--- config.mk ---
export PLATFORM = sky130hd
export DESIGN_NAME = acumulador_resultados_flat
export DESIGN_NICKNAME = d
export VERILOG_FILES = /design/src/rtl/acumulador_resultados_pkg.sv /design/src/rtl/acumulador_resultados_if.sv /design/src/rtl/acumulador_resultados_verifica_flags.sv /design/src/rtl/acumulador_resultados.sv /design/src/flat_wrapper.sv
export SDC_FILE = /design/constraint.sdc
export NUM_CORES = 1
export LEC_CHECK = 0
export ABC_AREA = 1
export CORE_UTILIZATION = 52
export CTS_CLUSTER_SIZE = 20
export DETAILED_ROUTE_END_ITERATION = 8
export GPL_ROUTABILITY_DRIVEN = 0
export PLACE_DENSITY = 0.81
export SLEW_MARGIN = 30
export SYNTH_ARGS = -nofsm -noshare
export SYNTH_HDL_FRONTEND = slang
export SYNTH_SLANG_ARGS = --single-unit
export TNS_END_PERCENT = 100
--- constraint.sdc ---
create_clock -name clock -period 2.1 [get_ports clock]
set_input_delay 0.315 -clock clock [delete_from_list [all_inputs] [get_ports clock]]
set_output_delay 0.315 -clock clock [all_outputs]
set_load 0.02 [all_outputs]
--- src/rtl/acumulador_resultados_pkg.sv ---
// Shared types, default widths and helpers for the adder-result accumulator.
// Optional feature macro: ACC_SATURA_EN (see acumulador_resultados.sv).
package pkg_acumulador;

    typedef enum logic [1:0] {
        VAZIO      = 2'd0,
        ACUMULANDO = 2'd1,
        CHEIO      = 2'd2
    } estado_t;

    localparam int DEF_BIT      = 8;
    localparam int DEF_ACC_BITS = 16;
    localparam int DEF_CNT_BITS = 8;

    // Accumulator limits for the default accumulator width.
    localparam logic signed [DEF_ACC_BITS-1:0] ACC_MAX = {1'b0, {(DEF_ACC_BITS-1){1'b1}}};
    localparam logic signed [DEF_ACC_BITS-1:0] ACC_MIN = {1'b1, {(DEF_ACC_BITS-1){1'b0}}};

    // Signed add clamped to the range of a 'bits'-wide signed number.
    // Operands are already sign-extended to 32 bits; valid for bits <= 31.
    function automatic logic signed [31:0] sat_add(
        input logic signed [31:0] a,
        input logic signed [31:0] b,
        input int unsigned        bits
    );
        logic signed [32:0] s;
        logic signed [32:0] lim_max;
        logic signed [32:0] lim_min;
        s       = {a[31], a} + {b[31], b};
        lim_max = (33'sd1 <<< (bits - 1)) - 33'sd1;
        lim_min = -(33'sd1 <<< (bits - 1));
        if (s > lim_max) begin
            return lim_max[31:0];
        end else if (s < lim_min) begin
            return lim_min[31:0];
        end
        return s[31:0];
    endfunction

endpackage

--- src/rtl/acumulador_resultados_if.sv ---
// Valid/ready channel carrying one adder result (sum plus its three flags).
interface acumulador_resultados_if
    import pkg_acumulador::*;
#(
    parameter int BIT = DEF_BIT
);
    logic           in_valid;
    logic           in_ready;
    logic [BIT-1:0] sum;
    logic           negativo;
    logic           par;
    logic           zero;

    // Upstream adder side.
    modport master (
        output in_valid, sum, negativo, par, zero,
        input  in_ready
    );

    // Accumulator side.
    modport slave (
        input  in_valid, sum, negativo, par, zero,
        output in_ready
    );
endinterface

--- src/rtl/acumulador_resultados_verifica_flags.sv ---
// Combinational check that the adder flags agree with the sum they came with.
module verifica_flags
    import pkg_acumulador::*;
#(
    parameter int BIT = DEF_BIT
) (
    input  logic [BIT-1:0] sum,
    input  logic           negativo,
    input  logic           par,
    input  logic           zero,
    output logic           erro
);
    // Any flag disagreeing with the value it describes is an error.
    always_comb begin
        erro = (negativo != sum[BIT-1])
            || (par      != ~sum[0])
            || (zero     != (sum == '0));
    end
endmodule

--- src/rtl/acumulador_resultados.sv ---
// Accumulates adder results: running signed sum, per-flag event counters,
// sticky overflow and flag-consistency bits. Stops accepting once the sample
// counter is all-ones, until 'limpa'.
// Macro ACC_SATURA_EN: when defined, the accumulator clamps on overflow
// instead of wrapping (requires ACC_BITS <= 31).
module acumulador_resultados
    import pkg_acumulador::*;
#(
    parameter int BIT      = DEF_BIT,
    parameter int ACC_BITS = DEF_ACC_BITS,
    parameter int CNT_BITS = DEF_CNT_BITS
) (
    input  logic                       clock,
    input  logic                       reset_n,
    acumulador_resultados_if.slave     bus,
    input  logic                       limpa,
    output logic signed [ACC_BITS-1:0] acc_out,
    output logic [CNT_BITS-1:0]        cnt_total,
    output logic [CNT_BITS-1:0]        cnt_neg,
    output logic [CNT_BITS-1:0]        cnt_par,
    output logic [CNT_BITS-1:0]        cnt_zero,
    output logic                       ovf,
    output logic                       erro_flags,
    output logic                       cheio
);
    localparam logic [CNT_BITS-1:0] CNT_UM    = CNT_BITS'(1);
    localparam logic [CNT_BITS-1:0] CNT_TUDO1 = '1;

    estado_t                     estado_reg;
    logic signed [ACC_BITS-1:0]  acc_reg;
    logic signed [ACC_BITS-1:0]  acc_next;
    logic signed [ACC_BITS:0]    soma_ext;
    logic [CNT_BITS-1:0]         cnt_total_reg;
    logic [CNT_BITS-1:0]         cnt_total_next;
    logic                        ovf_reg;
    logic                        erro_reg;
    logic                        cheio_reg;
    logic                        aceita;
    logic                        ovf_amostra;
    logic                        erro_amostra;
    logic [2:0]                  flags_in;

    // Ready drops while full, and also during a clear so a colliding sample is dropped.
    assign bus.in_ready = (estado_reg != CHEIO) && !limpa;
    assign aceita       = bus.in_valid && bus.in_ready;

    verifica_flags #(
        .BIT (BIT)
    ) u_verifica_flags (
        .sum      (bus.sum),
        .negativo (bus.negativo),
        .par      (bus.par),
        .zero     (bus.zero),
        .erro     (erro_amostra)
    );

    // One-bit-wider add: the two top bits differing means signed overflow.
    always_comb begin
        soma_ext       = {acc_reg[ACC_BITS-1], acc_reg}
                       + {{(ACC_BITS+1-BIT){bus.sum[BIT-1]}}, bus.sum};
        ovf_amostra    = soma_ext[ACC_BITS] ^ soma_ext[ACC_BITS-1];
        cnt_total_next = cnt_total_reg + CNT_UM;
`ifdef ACC_SATURA_EN
        acc_next       = ACC_BITS'(sat_add(32'(acc_reg), 32'($signed(bus.sum)), ACC_BITS));
`else
        acc_next       = soma_ext[ACC_BITS-1:0];
`endif
    end

    // Control FSM with accumulator, sample counter and sticky bits.
    always_ff @(posedge clock or negedge reset_n) begin
        if (!reset_n) begin
            estado_reg    <= VAZIO;
            acc_reg       <= '0;
            cnt_total_reg <= '0;
            ovf_reg       <= 1'b0;
            erro_reg      <= 1'b0;
            cheio_reg     <= 1'b0;
        end else if (limpa) begin
            estado_reg    <= VAZIO;
            acc_reg       <= '0;
            cnt_total_reg <= '0;
            ovf_reg       <= 1'b0;
            erro_reg      <= 1'b0;
            cheio_reg     <= 1'b0;
        end else if (aceita) begin
            acc_reg       <= acc_next;
            cnt_total_reg <= cnt_total_next;
            ovf_reg       <= ovf_reg | ovf_amostra;
            erro_reg      <= erro_reg | erro_amostra;
            if (cnt_total_next == CNT_TUDO1) begin
                estado_reg <= CHEIO;
                cheio_reg  <= 1'b1;
            end else begin
                estado_reg <= ACUMULANDO;
                cheio_reg  <= 1'b0;
            end
        end
    end

    // Flag counters count flags as received; index 0=negativo, 1=par, 2=zero.
    assign flags_in = {bus.zero, bus.par, bus.negativo};

    for (genvar gi = 0; gi < 3; gi++) begin : g_ev
        logic [CNT_BITS-1:0] cnt_reg;

        // Event counter: never exceeds cnt_total, so it cannot wrap.
        always_ff @(posedge clock or negedge reset_n) begin
            if (!reset_n) begin
                cnt_reg <= '0;
            end else if (limpa) begin
                cnt_reg <= '0;
            end else if (aceita && flags_in[gi]) begin
                cnt_reg <= cnt_reg + CNT_UM;
            end
        end
    end

    assign acc_out    = acc_reg;
    assign cnt_total  = cnt_total_reg;
    assign cnt_neg    = g_ev[0].cnt_reg;
    assign cnt_par    = g_ev[1].cnt_reg;
    assign cnt_zero   = g_ev[2].cnt_reg;
    assign ovf        = ovf_reg;
    assign erro_flags = erro_reg;
    assign cheio      = cheio_reg;

endmodule

--- src/flat_wrapper.sv ---
// flat-port wrapper written by rule: the top's interface ports become plain ports
module acumulador_resultados_flat import pkg_acumulador::*;
#(
    parameter int BIT      = DEF_BIT,
    parameter int ACC_BITS = DEF_ACC_BITS,
    parameter int CNT_BITS = DEF_CNT_BITS
)
  (clock, reset_n, limpa, acc_out, cnt_total, cnt_neg, cnt_par, cnt_zero, ovf, erro_flags, cheio, bus_in_valid, bus_sum, bus_negativo, bus_par, bus_zero, bus_in_ready);
  acumulador_resultados_if #(.BIT(BIT)) bus_i ();
  input  logic clock;
  input  logic reset_n;
  input  logic limpa;
  output logic signed [ACC_BITS-1:0] acc_out;
  output logic [CNT_BITS-1:0] cnt_total;
  output logic [CNT_BITS-1:0] cnt_neg;
  output logic [CNT_BITS-1:0] cnt_par;
  output logic [CNT_BITS-1:0] cnt_zero;
  output logic ovf;
  output logic erro_flags;
  output logic cheio;
  input wire logic [$bits(bus_i.in_valid)-1:0] bus_in_valid;
  input wire logic [$bits(bus_i.sum)-1:0] bus_sum;
  input wire logic [$bits(bus_i.negativo)-1:0] bus_negativo;
  input wire logic [$bits(bus_i.par)-1:0] bus_par;
  input wire logic [$bits(bus_i.zero)-1:0] bus_zero;
  output wire logic [$bits(bus_i.in_ready)-1:0] bus_in_ready;
  assign bus_i.in_valid = bus_in_valid;
  assign bus_i.sum = bus_sum;
  assign bus_i.negativo = bus_negativo;
  assign bus_i.par = bus_par;
  assign bus_i.zero = bus_zero;
  assign bus_in_ready = bus_i.in_ready;
  acumulador_resultados #(.BIT(BIT), .ACC_BITS(ACC_BITS), .CNT_BITS(CNT_BITS)) u_core (.clock(clock), .reset_n(reset_n), .bus(bus_i), .limpa(limpa), .acc_out(acc_out), .cnt_total(cnt_total), .cnt_neg(cnt_neg), .cnt_par(cnt_par), .cnt_zero(cnt_zero), .ovf(ovf), .erro_flags(erro_flags), .cheio(cheio));
endmodule
==> results of run 1 <==
-- through the flow --
| step | instance area, um^2 | setup slack (ns) | hold slack (ns) | setup TNS [ns] | utilization (%) |
|---|---|---|---|---|---|
| floorplan | 3332 | 0.1605 | 0.01941 | 0 | - |
| global placement | 4315 | -0.1548 | 0.3479 | -1.023 | 71.20 |
| detailed placement | 4315 | -0.2333 | 0.3589 | -1.908 | 71.20 |
| CTS | 4427 | 0.1003 | 0.01783 | 0 | 73.04 |
| global route | 4447 | -0.03355 | 0.03559 | -0.03355 | 73.37 |
| finish | 4447 | 0.1361 | -0.004228 | 0 | 73.37 |
-- cell usage after synthesis (2+ instances only) --
master	n
a21oi_1	35
a22o_1	4
a32o_1	2
and2_1	2
buf_2	3
clkbuf_1	3
dfrtp_1	52
ha_1	21
inv_1	53
nand2_1	122
nand3_1	29
nand3b_1	3
nand4_1	3
nor2_1	36
nor2_4	3
nor3_1	15
nor3_2	3
nor3b_1	3
o21a_1	2
o21ai_0	23
o21ai_1	2
o21bai_1	3
o22ai_1	4
or2_2	4
xnor2_1	3
xor2_1	5
-- worst reg2reg max path, cell delays in order, from the launching register on --
cell and delay (ns):
dfrtp_1 0.42, ha_2 0.21, fa_1 0.39, nand2_1 0.10, nand2_1 0.07, and2_1 0.16
or2_2 0.27, a32o_1 0.21
-- worst max path at each step --
stage	startpoint	end	slack (ns)	depth (start not counted)
floorplan	u_core.acc_out[0]$_DFFE_PN0P_	u_core.acc_out[4]$_DFFE_PN0P_	0.16	7
global placement	bus_sum[0]	u_core.acc_out[4]$_DFFE_PN0P_	-0.15	8
detailed placement	bus_sum[0]	u_core.acc_out[4]$_DFFE_PN0P_	-0.23	8
CTS	bus_sum[0]	u_core.acc_out[4]$_DFFE_PN0P_	0.10	8
global route	bus_sum[7]	u_core.acc_out[14]$_DFFE_PN0P_	-0.03	13
finish	bus_sum[0]	u_core.acc_out[4]$_DFFE_PN0P_	0.14	8
-- logic make-up after synthesis --
group / Yosys count
DFF: 52
and+or+nand+nor: 227
buffers and inverters: 61
AOI/OAI and AO/OA: 76
adders and majority gates: 22
xor gates and xnor gates: 8
-- per-layer routing --
metal	GRT usage [%]	up-vias	part of all wire, %
li1	-	1665	-
met4	6.667	0	1.0
met1	34.60	1498	45
met3	3.889	9	5.2
met5	0	-	0
met2	43.47	85	49
-- layout make-up --
type                            count  area, um^2  share of cell area (%)
Sequential cell                    52        1301                   29.26
Inverter                           55       209.0                   4.699
Clock inverter                      2       38.79                  0.8723
Tap cell                           75       93.84                   2.110
Timing Repair Buffer               99       915.9                   20.60
Multi-Input combinational cell    333        1815                   40.83
Clock buffer                        6       72.57                   1.632
-- power by group through the flow --
stage	combinational, W	clock, W	sequential (W)
3_5_place_dp	0.000972	0	0.00114
5_1_grt	0.00109	0.000765	0.00114
3_3_place_gp	0.000944	0	0.00114
6_report	0.000988	0.000723	0.00113
4_1_cts	0.000976	0.000729	0.00112
2_1_floorplan	0.000456	0	0.00121
==> summary.txt, run 1 <==
Final layout net count: 583
Antenna diodes: 0
R2r startpoint: u_core.acc_out[0]$_DFFE_PN0P_
Top FF cell, synth: dfrtp_1
Worst reg2reg path depth: 7
CTS tree: built
Buf/Inv on CP: 1
Cells after DPL: 614
Fin. max-slew vios: 0
TritonCTS buffer count: 5
Yosys top cell by area: dfrtp_1
Total track usage: 25.84%
Crit path top cell by count: nand2_1
Synth-to-Final Area Change: 33.46%
Initial Utilization: 54.98%
Post-synthesis sequential area ratio: 39.05%
Max Clk Rate: 0.5092 GHz
Static leakage: 2.124 nW
Synthesized area: 3332 um^2
Seq pwr share: 39.7%
Tot Pwr: 0.002837 W
HPWL Detailed: 6.371 mm
CP peak stage delay: 0.45 ns
Skew final: 0.007377 ns
Adder-cell share of the synthesized area: 8.487%
Worst-path cell chain: clkdlybuf4s50_1 -> ha_2 -> fa_1 -> nand2_1 -> nand2_1 -> and2_1 -> or2_2 -> a32o_1
Cts hold-fix bufs: 0
R2R Setup Slk: 0.16 ns
Final Hold Viols: 6
Fin Hold WS: -0.004228 ns
Setup CP Type: in2reg
Clock power frac: 25.5%
Mux contribution to synthesized area: 0%
Complex-gate fraction of the synthesized area: 13.03%
Most frequent cells in the layout: 122 x nand2_1, 65 x clkdlybuf4s50_1, 53 x inv_1
Via/cell ratio: 5.236
Hold WC Path Type: in2async
IO buf count: 66
Avg Inst Size Synth: 7.471 um^2
Post-CTS setup buffer count: 0
# rows: 28
CP Data Required Time: 2.31 ns
Final wirelength: 8.301 mm
Final period utilization: 93.52%
WP data arrival: 2.17 ns
Share of cells above drive strength 1: 10.79%
First-pass GRT wire length: 13.50 mm
Drt drc: 0
Crit path capture type: register
EDFF count, synth: 0
Min cycle time layout: 1.964 ns
Cell family with most CP delay: simple AND/OR/NAND/NOR gates
Largest net degree at the start of global routing: 29
Yosys top cell area share: 39.05%
DR vias: 3257
Max_cap viols: 0
Failing checks: hold timing
Grt total ovfl: 0
Antenna-violating nets left: 0
Num Clock Sinks: 52
Worst skew pair latency: 0.32 ns
H-tree Lvls: 2
Post-CTS sizing: 0
Slowest cell on crit path: clkdlybuf4s50_1
I/O Pins: 67
Int Pwr: 0.001878 W
Yosys cell types: 34
Status: complete, but fails checks
Comb power frac: 34.8%
Die height: 82.05 um
Number of global-route vias before repair: 3119
Fillers: 479
Syn Nets: 483
Post-Layout Cell Count: 622
Full die area: 6731 um^2
Relative slew slack: 59.92%
Async set or reset register ratio after synthesis: 100.0%
Largest family of logic cells by synthesized area: simple AND/OR/NAND/NOR gates
Top cells by area, synth: dfrtp_1 39%, nand2_1 14%, ha_1 7.9%, inv_1 6.0%, a21oi_1 5.3%
CP startpoint kind: input port
Max reg flops: 16
Xor/xnor share of the synthesized area: 2.103%
Switch share: 33.79%
Cells after Synth: 446
Final setup vio count: 0
Root Driver: clkbuf_8
Initial antenna violation count: 0
Die width: 82.05 um
NetSw: 0.0009587 W
Iter 0 DRT Violations: 133
Crit Path Max Fanout: 3
R2r endpoint: u_core.acc_out[4]$_DFFE_PN0P_
Worst-Margin Slew: 0.6012 ns
#FFs+latches synth: 52
Clock transition at path regs: 0.10 ns
Synth Area in Simple Gates: 30.27%
Commonest non-fill, non-tap cell in the layout: nand2_1
Max IR drop VDD: 0.4220 mV
Core box area: 6061 um^2
Ys Warns: 0
Power per cell area: 638.0 nW/um^2
CTS max path bufs: 2
Iteration count of the initial detailed-routing pass: 4
Wire length per cell: 13.35 um
No activity file was read; power rests on OpenSTA's default activity.
==> run 2, diff against run 1 <==
--- a/config.mk
+++ b/config.mk
@@ -9,7 +9,6 @@
 export CORE_UTILIZATION = 52
 export CTS_CLUSTER_SIZE = 20
 export DETAILED_ROUTE_END_ITERATION = 8
-export GPL_ROUTABILITY_DRIVEN = 0
 export PLACE_DENSITY = 0.81
 export SLEW_MARGIN = 30
 export SYNTH_ARGS = -nofsm -noshare
==> run 2 against run 1 <==
Combinational power fell by 0.5%. Non-clock buffer count rose by 2. Critical path depth did not move. Core utilization barely moved. Count of clock-buffer cells in the layout did not move. Via count rose by 1.3%. The flow now finishes without violations. First-iteration DRC count rose by 34%. Cell area barely moved. Final cell count rose by 0.32%.
==> summary.txt, run 2 (synthesis gave the netlist of run 1 again) <==
Met3 Resource Use GR: 4.667%
Cell family with most CP delay: adder cells
Root Driver: clkbuf_8
Die height: 82.05 um
Clock power frac: 25.3%
Relative slew slack: 63.45%
Initial antenna violation count: 0
Placed Area: 4323 um^2
Die width: 82.05 um
Most frequent cells in the layout: 122 x nand2_1, 65 x clkdlybuf4s50_1, 53 x inv_1
Global routing usage on met2: 44.21%
Iter 0 DRT Violations: 178
CP Data Required Time: 2.31 ns
Initial Utilization: 54.98%
Cts hold-fix bufs: 1
Int Pwr: 0.001878 W
Antenna diodes: 0
Antenna-violating nets left: 0
Num Clock Sinks: 52
Final Hold Viols: 0
Post-Layout Cell Count: 624
Final period utilization: 94.06%
Max_cap viols: 0
WP data arrival: 2.18 ns
Max Clk Rate: 0.5062 GHz
Setup crit start: bus_sum[0]
Cells after DPL: 615
Status: completed
Unrepaired setup endpoints after global routing: no
Total track usage: 26.68%
Static leakage: 2.135 nW
Full die area: 6731 um^2
Wire length per cell: 13.42 um
Via/cell ratio: 5.287
CTS tree: built
IO buf count: 66
Slowest cell on crit path: clkdlybuf4s50_1
R2r endpoint: u_core.acc_out[4]$_DFFE_PN0P_
# rows: 28
Buf/Inv on CP: 1
CP peak stage delay: 0.42 ns
Final setup vio count: 0
NetSw: 0.0009465 W
Synth-to-Final Area Change: 33.38%
HPWL Detailed: 6.437 mm
Post-CTS setup buffer count: 0
Hold WC Path Type: reg2reg
TritonCTS buffer count: 5
Worst skew pair latency: 0.31 ns
Crit path top cell by count: nand2_1
Iteration count of the initial detailed-routing pass: 4
Comb power frac: 34.8%
Min cycle time layout: 1.975 ns
GRT busiest layer: met2
Switch share: 33.51%
Dpl ws: -0.2059 ns
Fin. max-slew vios: 0
Power per cell area: 635.5 nW/um^2
Final layout net count: 585
Max IR drop VDD: 0.3901 mV
Seq pwr share: 39.9%
Grt total ovfl: 0
Drt drc: 0
I/O Pins: 67
Stages on worst setup path: 8
CP startpoint kind: input port
Number of global-route vias before repair: 3076
Worst-path cell chain: clkdlybuf4s50_1 -> ha_1 -> fa_1 -> nand2_1 -> nand2_1 -> and2_1 -> or2_2 -> a32o_1
Crit Path Max Fanout: 3
Commonest non-fill, non-tap cell in the layout: nand2_1
Max reg flops: 16
Skew final: 0.01097 ns
Final wirelength: 8.372 mm
R2R Setup Slk: 0.16 ns
Final worst slack: 0.1247 ns
Worst-Margin Slew: 0.5482 ns
Core box area: 6061 um^2
Final instance area: 4444 um^2
First-pass GRT wire length: 13.76 mm
Met1 Track Usage GR: 35.88%
Worst reg2reg path depth: 7
H-tree Lvls: 2
GP Congestion: 0.8954
Largest net degree at the start of global routing: 31
Setup CP Type: in2reg
CTS max path bufs: 2
R2r startpoint: u_core.acc_out[0]$_DFFE_PN0P_
Share of cells above drive strength 1: 10.38%
Post-CTS sizing: 0
Crit path capture type: register
End point of the critical path: u_core.acc_out[4]$_DFFE_PN0P_
Clock transition at path regs: 0.10 ns
Fin Hold WS: 0.4925 ns
DR vias: 3299
-- run 2: final cells by class --
class | count | area (um^2)
sequential | 52 | 1301
fill | 487 | 1617
timing repair buffer | 101 | 933.4
multi-input combinational | 333 | 1795
clock inverter | 2 | 38.79
tap | 75 | 93.84
clock buffer | 6 | 72.57
inverter | 55 | 209.0
-- run 2: power groups by stage --
| stage | clock network, W | registers [W] | logic, W |
|---|---|---|---|
| detailed placement | 0 | 0.00115 | 0.000978 |
| CTS | 0.000731 | 0.00113 | 0.000983 |
| finish | 0.000714 | 0.00113 | 0.000983 |
| floorplan | 0 | 0.00121 | 0.000456 |
| global route | 0.000771 | 0.00114 | 0.00109 |
| global placement | 0 | 0.00114 | 0.000950 |
-- run 2: worst reg2reg max path, cell delays in order (launching register included) --
cell     delay (ns)
dfrtp_1        0.41
ha_1           0.22
fa_1           0.39
nand2_1        0.10
nand2_1        0.07
and2_1         0.16
or2_2          0.27
a32o_1         0.22
-- run 2: how the worst min path moves through the flow --
stage,start,to,cells after the start
2_1_floorplan,reset_n,u_core.acc_out[0]$_DFFE_PN0P_,0
3_3_place_gp,reset_n,u_core.cnt_total[0]$_DFFE_PN0P_,1
3_5_place_dp,reset_n,u_core.cnt_total[3]$_DFFE_PN0P_,1
4_1_cts,u_core.cnt_zero[7]$_DFFE_PN0P_,u_core.cnt_zero[7]$_DFFE_PN0P_,1
5_1_grt,u_core.cnt_zero[7]$_DFFE_PN0P_,u_core.cnt_zero[7]$_DFFE_PN0P_,1
6_report,u_core.cnt_zero[7]$_DFFE_PN0P_,u_core.cnt_zero[7]$_DFFE_PN0P_,1
-- run 2: per-layer routing --
metal	part of all wire, %	vias up	routed length (um)
li1	-	1668	-
met1	45	1514	3732
met2	48	106	3983
met3	6.3	11	529
met4	1.5	0	127
met5	0	-	0
-- run 2: per-stage QoR --
| step | total power, W | setup TNS, ns | utilization (%) |
|---|---|---|---|
| after global placement | 0.002093 | -0.9923 | 71.33 |
| after CTS | 0.002842 | 0 | 73.33 |
| after detailed placement | 0.002123 | -1.617 | 71.33 |
| after floorplan | 0.001668 | 0 | - |
| final | 0.002824 | 0 | 73.33 |
| after global routing | 0.002998 | 0 | 73.33 |
